`src/rtl/reg_xfer_ctrl.sv`:
```
// reg_xfer_ctrl: micro-step sequencer for the register bank and shared bus.
// One op per accepted start. Each op is broken into bus micro-steps that emit
// one-hot register enables and Y/Z/ALU strobes, one step per clock.
module reg_xfer_ctrl #(
    parameter int NREG  = 16,
    parameter int IDX_W = 4
) (
    input  logic             clk,
    input  logic             clr,
    input  logic             start,
    input  logic [2:0]       op,
    input  logic [IDX_W-1:0] ra,
    input  logic [IDX_W-1:0] rb,
    input  logic [IDX_W-1:0] rc,
    input  logic             stall,
    output logic             ready,
    output logic             done,
    output logic             err,
    output logic [NREG-1:0]  rin,
    output logic [NREG-1:0]  rout,
    output logic             yin,
    output logic             zin,
    output logic             zlo_out,
    output logic [2:0]       alu_op
);

    localparam logic [2:0] OP_MOVE = 3'd0;
    localparam logic [2:0] OP_NOT  = 3'd5;
    localparam logic [NREG-1:0] ONE = {{(NREG-1){1'b0}}, 1'b1};

    typedef enum logic [2:0] {
        S_IDLE, S_T1, S_T2, S_T3, S_DONE, S_ERR
    } state_t;

    state_t           state, state_nx;
    logic [2:0]       op_q;
    logic [IDX_W-1:0] ra_q, rb_q, rc_q;
    logic             accept;

    // Operands are captured only on the cycle the op is accepted.
    assign accept = start && (state == S_IDLE);

    // State register; clr drops straight back to IDLE, abandoning any op.
    always_ff @(posedge clk or negedge clr) begin
        if (!clr) state <= S_IDLE;
        else      state <= state_nx;
    end

    // Operand latch, loaded on accept and held for the life of the op.
    always_ff @(posedge clk or negedge clr) begin
        if (!clr) begin
            op_q <= '0;
            ra_q <= '0;
            rb_q <= '0;
            rc_q <= '0;
        end else if (accept) begin
            op_q <= op;
            ra_q <= ra;
            rb_q <= rb;
            rc_q <= rc;
        end
    end

    // Next-state and strobe decode. A stalled step emits nothing and is
    // re-issued whole on the first unstalled cycle.
    always_comb begin
        state_nx = state;
        ready    = 1'b0;
        done     = 1'b0;
        err      = 1'b0;
        rin      = '0;
        rout     = '0;
        yin      = 1'b0;
        zin      = 1'b0;
        zlo_out  = 1'b0;
        alu_op   = 3'd0;
        unique case (state)
            S_IDLE: begin
                ready = 1'b1;
                if (start) state_nx = (op > OP_NOT) ? S_ERR : S_T1;
            end
            S_T1: begin
                if (!stall) begin
                    rout = ONE << rb_q;
                    if (op_q == OP_MOVE) begin
                        rin      = ONE << ra_q;
                        state_nx = S_DONE;
                    end else if (op_q == OP_NOT) begin
                        // Unary op goes straight through the ALU, no Y load.
                        zin      = 1'b1;
                        alu_op   = op_q;
                        state_nx = S_T3;
                    end else begin
                        yin      = 1'b1;
                        state_nx = S_T2;
                    end
                end
            end
            S_T2: begin
                if (!stall) begin
                    rout     = ONE << rc_q;
                    zin      = 1'b1;
                    alu_op   = op_q;
                    state_nx = S_T3;
                end
            end
            S_T3: begin
                if (!stall) begin
                    zlo_out  = 1'b1;
                    rin      = ONE << ra_q;
                    state_nx = S_DONE;
                end
            end
            S_DONE: begin
                done     = 1'b1;
                state_nx = S_IDLE;
            end
            S_ERR: begin
                err      = 1'b1;
                state_nx = S_IDLE;
            end
            default: state_nx = S_IDLE;
        endcase
    end

endmodule

```
`config.mk`:
```
export PLATFORM = sky130hd
export DESIGN_NAME = reg_xfer_ctrl
export DESIGN_NICKNAME = d
export VERILOG_FILES = /design/src/rtl/reg_xfer_ctrl.sv
export SDC_FILE = /design/constraint.sdc
export NUM_CORES = 1
export LEC_CHECK = 0
export ABC_AREA = 0
export CAP_MARGIN = 20
export CORE_MARGIN = 5
export CORE_UTILIZATION = 30
export DETAILED_ROUTE_END_ITERATION = 10
export SYNTH_ARGS = -nofsm -noshare
export SYNTH_HDL_FRONTEND = slang
export SYNTH_SLANG_ARGS = --single-unit
```
`constraint.sdc`:
```
create_clock -name clk -period 4.4 [get_ports clk]
set_clock_uncertainty 0.1 [all_clocks]
set_input_delay 0.66 -clock clk [delete_from_list [all_inputs] [get_ports clk]]
set_output_delay 0.66 -clock clk [all_outputs]
set_load 0.02 [all_outputs]
```
==> impl_metrics.ini <==
[global_route]
grt_overflow_total = 0
grt_max_degree = 19
antenna_found_initial = 0
groute.usage.overall_pct = 14.7
grt_pass1_vias = 1366
grt_first_pass_wirelength_um = 6480

[cts]
clkTransAtPathRegs_ns = 0.07
htreeDepth = 1
clockRootBuffer = clkbuf_8
cts_sinks = 18
cts_resized = 0
numCtsBuffers = 3
postCtsSetupRepairBufs = 0
worstSkewPairLatency_ns = 0.26
cts_tree = done
postCtsHoldBufs = 0
cts_buffer_depth = 2

[die]
die_x_um = 75.3
die_h_um = 75.3
dieArea_um2 = 5670
rows = 23
initial_utilization_pct = 31.5
coreArea_um2 = 4060
ioPinCount = 60

[setup_path]
crit_top_cell = clkdlybuf4s50_1
cp_max_fo = 10
crit_chain = clkdlybuf4s50_1, or4b_4, or3b_4, o22ai_2, clkdlybuf4s50_1
reg2reg_depth = 3
cpPeakStageDelay_ns = 0.65
critical-path-slowest-cell = or4b_4
crit_cells = 5
crit_buf_inv = 2
critical-path-top-delay-family = buffers and inverters
critical_path_class = in -> out
cp-start-kind = input port
cp-end-kind = output pin
arrival_ns = 3.15
cp.required_ns = 3.64

[drt]
vias = 1362
routed_via_density = 5.54
routed_wl_um = 4110
wl_per_cell_um = 16.7
drtIter0Drc = 52
dr.pass1.iters = 4
ant_nets = 0
drc = 0

[timing]
hold_viol = 0
setup_viol = 0
tns_ns = 0
drv_slew = 0
post-route-period-util_pct = 88.9
worst_pin_slew_ns = 0.911
slew_headroom_pct = 39.0
rsz0062_at_grt = false
max_freq_ghz = 0.256
post-route-min-period_ns = 3.91

[cells_and_area]
drive_gt1_share_pct = 10.7
diodes = 0
area_growth_pct = 51.6
finalNetCount = 216
final_cells = 246

[yosys]
ys_warn_count = 0
ys_seq_area_share_pct = 35.2
yosys-top-cells-area = dfrtp_1, mux2_2, o22ai_1
syn_inst = 140
synthFlopType = dfrtp_1
avgSynthCellArea_um2 = 9.14
syn_area_um2 = 1280
yosysTopAreaCellShare_pct = 35.2
synth-edff-count = 0
async_flop_share_pct = 100
yosysUniqueCellTypes = 39
ys_ff_latch = 18
yosys.area.top_type = dfrtp_1
syn_nets = 159

[placed_design]
dpl.cell_count = 242
gp_congestion = 0.908
dp_hpwl_um = 3160
io_buffer_count = 59

[hold_path]
hold-path-cell-count = 1
hold_class = reg -> reg

[power_and_ir_drop]
p_leak_nw = 0.666
total_power_mw = 1.07
ir_worst_vdd_mv = 0.168
cellPowerDensity_nw_per_um2 = 553

[flow_run]
maxCapViolations = 0

[status]
outcome = finished, final reports clean
==> cells in the mapped netlist (2+ instances only) <==
master	number
or2_2	3
nor4_1	6
nand3b_1	2
o2111ai_1	2
mux2_2	9
nor3_1	11
buf_2	2
buf_6	2
dfrtp_1	18
nor2_1	12
o31ai_1	2
and2_1	2
mux2_1	6
o22ai_1	11
a41oi_1	2
nor2b_1	3
nand3_1	3
or3_1	3
o32ai_1	2
nand2b_1	9
nand4_1	2
nand2_1	8
clkbuf_1	2
inv_1	3
==> area by class of cell <==
cell class | count | area [um2]
inverters | 3 | 11.3
multi-input cells | 112 | 771
well taps | 50 | 62.6
flip-flops and latches | 18 | 450
fillers | 379 | 2120
repair buffers | 59 | 591
clock buffers | 4 | 55.1
==> layer usage <==
metal	vias to the layer above	part of all wire (%)	global-route usage [%]
li1	640	-	-
met1	653	43	17.7
met2	63	44	24.4
met3	6	11	5.80
met4	0	1.5	4.08
met5	-	0	0
==> cells by family after synthesis <==
group,Yosys count,synth area share (%)
buf+inv,10,4.59
mux,15,13.2
flops,18,35.2
xor+xnor,1,0.684
simple gates,72,32.6
compound gates,24,13.8
==> metrics by stage <==
stage	setup WS [ns]	util, %	instance area (um2)	hold WS (ns)
after global routing	0.364	47.8	1940	0.465
after floorplan	1.45	-	1280	0.264
after CTS	0.492	47.8	1940	0.460
after detailed placement	0.497	46.5	1890	0.434
after global placement	0.524	46.5	1890	0.428
final	0.488	47.8	1940	0.453
==> sequential cells by signal (all words and copies together) (netlist names) <==
signal  count
op_q        3
ra_q        4
rb_q        4
rc_q        4
state       3
==> report_power, final <==
part | internal [mW] | switching, mW
clock network | 0.0796 | 0.0626
logic | 0.255 | 0.290
registers | 0.249 | 0.138
==> placed cells by master, fill, tap and decap left out, drive strengths merged, types with 2 or more instances in the layout <==
cell type / instances
a41oi: 2
and2: 2
clkbuf: 4
clkdlybuf4s50: 59
dfrtp: 18
inv: 3
mux2: 15
nand2: 8
nand2b: 9
nand3: 3
nand3b: 2
nand4: 2
nor2: 12
nor2b: 3
nor3: 11
nor4: 6
o2111ai: 2
o22ai: 12
o31ai: 2
o32ai: 2
or2: 3
or3: 4
or3b: 2
==> final timing paths <==
check / from / endpoint / slack, ns
hold reg to reg: op_q[1] / op_q[1] / 0.45
setup reg to reg: state[1] / rb_q[0] / 2.28
hold / removal: op_q[1] / op_q[1] / 0.45
min in group asynchronous: clr / rc_q[3] / 0.81
max in group asynchronous: clr / op_q[1] / 2.83
setup / recovery: stall / rout[14] / 0.49
Note: power is estimated with default switching activity, not from simulation.
==> variant: new RTL, same flow settings <==
Encoding of `state_t`: now Gray code (3 bits for 6 states).
--- a/src/rtl/reg_xfer_ctrl.sv
+++ b/src/rtl/reg_xfer_ctrl.sv
@@ -29,7 +29,7 @@
     localparam logic [NREG-1:0] ONE = {{(NREG-1){1'b0}}, 1'b1};
 
     typedef enum logic [2:0] {
-        S_IDLE, S_T1, S_T2, S_T3, S_DONE, S_ERR
+        S_IDLE = 3'b000, S_T1 = 3'b001, S_T2 = 3'b011, S_T3 = 3'b010, S_DONE = 3'b110, S_ERR = 3'b111
     } state_t;
 
     state_t           state, state_nx;
Check against the original RTL: same outputs for any inputs over 10 cycles, from zero or initial values; not proved beyond that.
==> variant against the unedited design <==
  * Final area is 1.7% lower
  * Sequential cell count stayed put
  * Wire length is 9.0% lower
  * Setup slack better by 130 ps
  * Power is 1.8% lower
  * Area after synthesis is 3.9% lower
  * Final cell count is 1.6% lower
  * Combinational power is 3% lower
  * Critical path type unchanged
  * Largest power group unchanged
==> variant: results (changes against the unedited design) <==
stage	metric	value	unit	change
synth	XOR/XNOR Fraction of Synth Area	0.00712		+0.000278
synth	Cells after Synth	136		-2.9%
drt	First-pass DRT Iterations	6		+2
synth	Syn Nets	155		-2.5%
power	P_leak	0.660	nW	-0.91%
timing	fin. max-slew vios	0		unchanged
placed_design	post-detail-place hpwl	2.98	mm	-5.8%
clocking	Clk pin slew, worst setup/hold paths	70	ps	about the same
setup_path	Worst EP arrival	3020	ps	-130 ps
run_status	outcome	finished clean		
timing	worst-margin pin slew	998	ps	+86.3 ps
power	pwr dens	553	nW/um^2	-0.13%
placed_design	pre-CTS setup slack	640	ps	+143 ps
grt	first-pass GRT wire length	6.20	mm	-4.4%
synth	Seq/Total Area, Yosys	0.366		+0.0143
placed_design	DP Cell Count	237		-2.1%
synth	most frequent cells after synthesis	dfrtp_1, o22ai_1, mux2_2, nor3_1		
final_layout	fillers	393		+3.7%
placed_design	Placed Instance Area	1850	um^2	-2.1%
drt	WL final	3.74	mm	-9.0%
synth	Yosys Warn Count	0		unchanged
drt	average wire per cell in the routed design	15.5	um	-7.5%
drt	vias per cell	5.51		-0.44%
power	peak supply drop	338	uV	+100%
placed_design	GPL Wtd Cong	0.815		-10%
setup_path	critical path fanouts, max	8		-2
grt	Tot GR Track Use	0.145		-0.00178
synth	largest cells by area after synthesis	dfrtp_1, mux2_2, o22ai_1		
synth	post-synthesis adder-cell area fraction	0		unchanged
final_layout	# nets final	212		-1.9%
grt	number of global-route vias before repair	1282		-6.1%
synth	mux contribution to synthesized area	0.128		-0.00379
drt	DR iter-0 viols	93		+79%
synth	Synth cell types	29		-26%
final_layout	layout cells sized above 1	0.125		+0.0179
clocking	CTS Buffer Depth	2		unchanged
synth	complex-gate fraction of the synthesized area	0.126		-0.0117
synth	Synth top area share	0.366		+0.0143
-- variant: layout make-up --
class	count	share of cell area
Inverter	3	0.00590
Sequential cell	18	0.236
Tap cell	50	0.0328
Clock buffer	4	0.0289
Multi-Input combinational cell	107	0.383
Timing Repair Buffer	60	0.313
-- variant: logic make-up (layout without fill, tap and decap cells) --
logic type | Yosys count | count (layout)
and+or+nand+nor | 66 | 66
xor gates and xnor gates | 1 | 1
muxes | 14 | 14
AOI/OAI and AO/OA | 26 | 26
DFF | 18 | 18
buffers and inverters | 11 | 67
-- variant: layer usage --
layer,share of wire,GRT usage
met4,0.035,0.0563
met2,0.49,0.226
met3,0.063,0.0486
met1,0.41,0.186
met5,0,0
-- variant: worst max-delay path, stage by stage --
cell             delay, ps
clkdlybuf4s50_1        530
or3b_1                 530
or4_4                  480
o22ai_1                190
clkdlybuf4s50_1        630
-- variant: where the power goes --
| part | internal (mW) | switching (mW) | leakage, nW | total (mW) |
|---|---|---|---|---|
| clock network | 0.0795 | 0.0542 | 0.0288 | 0.134 |
| logic | 0.258 | 0.269 | 0.416 | 0.527 |
| registers | 0.249 | 0.145 | 0.215 | 0.394 |
| total | 0.586 | 0.468 | 0.660 | 1.05 |
-- variant: path summary, 6_finish.rpt --
path	startpoint	cells after the start	end	slack, ps
setup / recovery	stall	5	rout[1]	620
hold / removal	ra_q[3]	1	ra_q[3]	430
setup reg to reg	state[1]	2	ra_q[0]	2290
hold reg to reg	ra_q[3]	1	ra_q[3]	430
max in group asynchronous	clr	1	ra_q[1]	2900
min in group asynchronous	clr	1	rc_q[3]	780
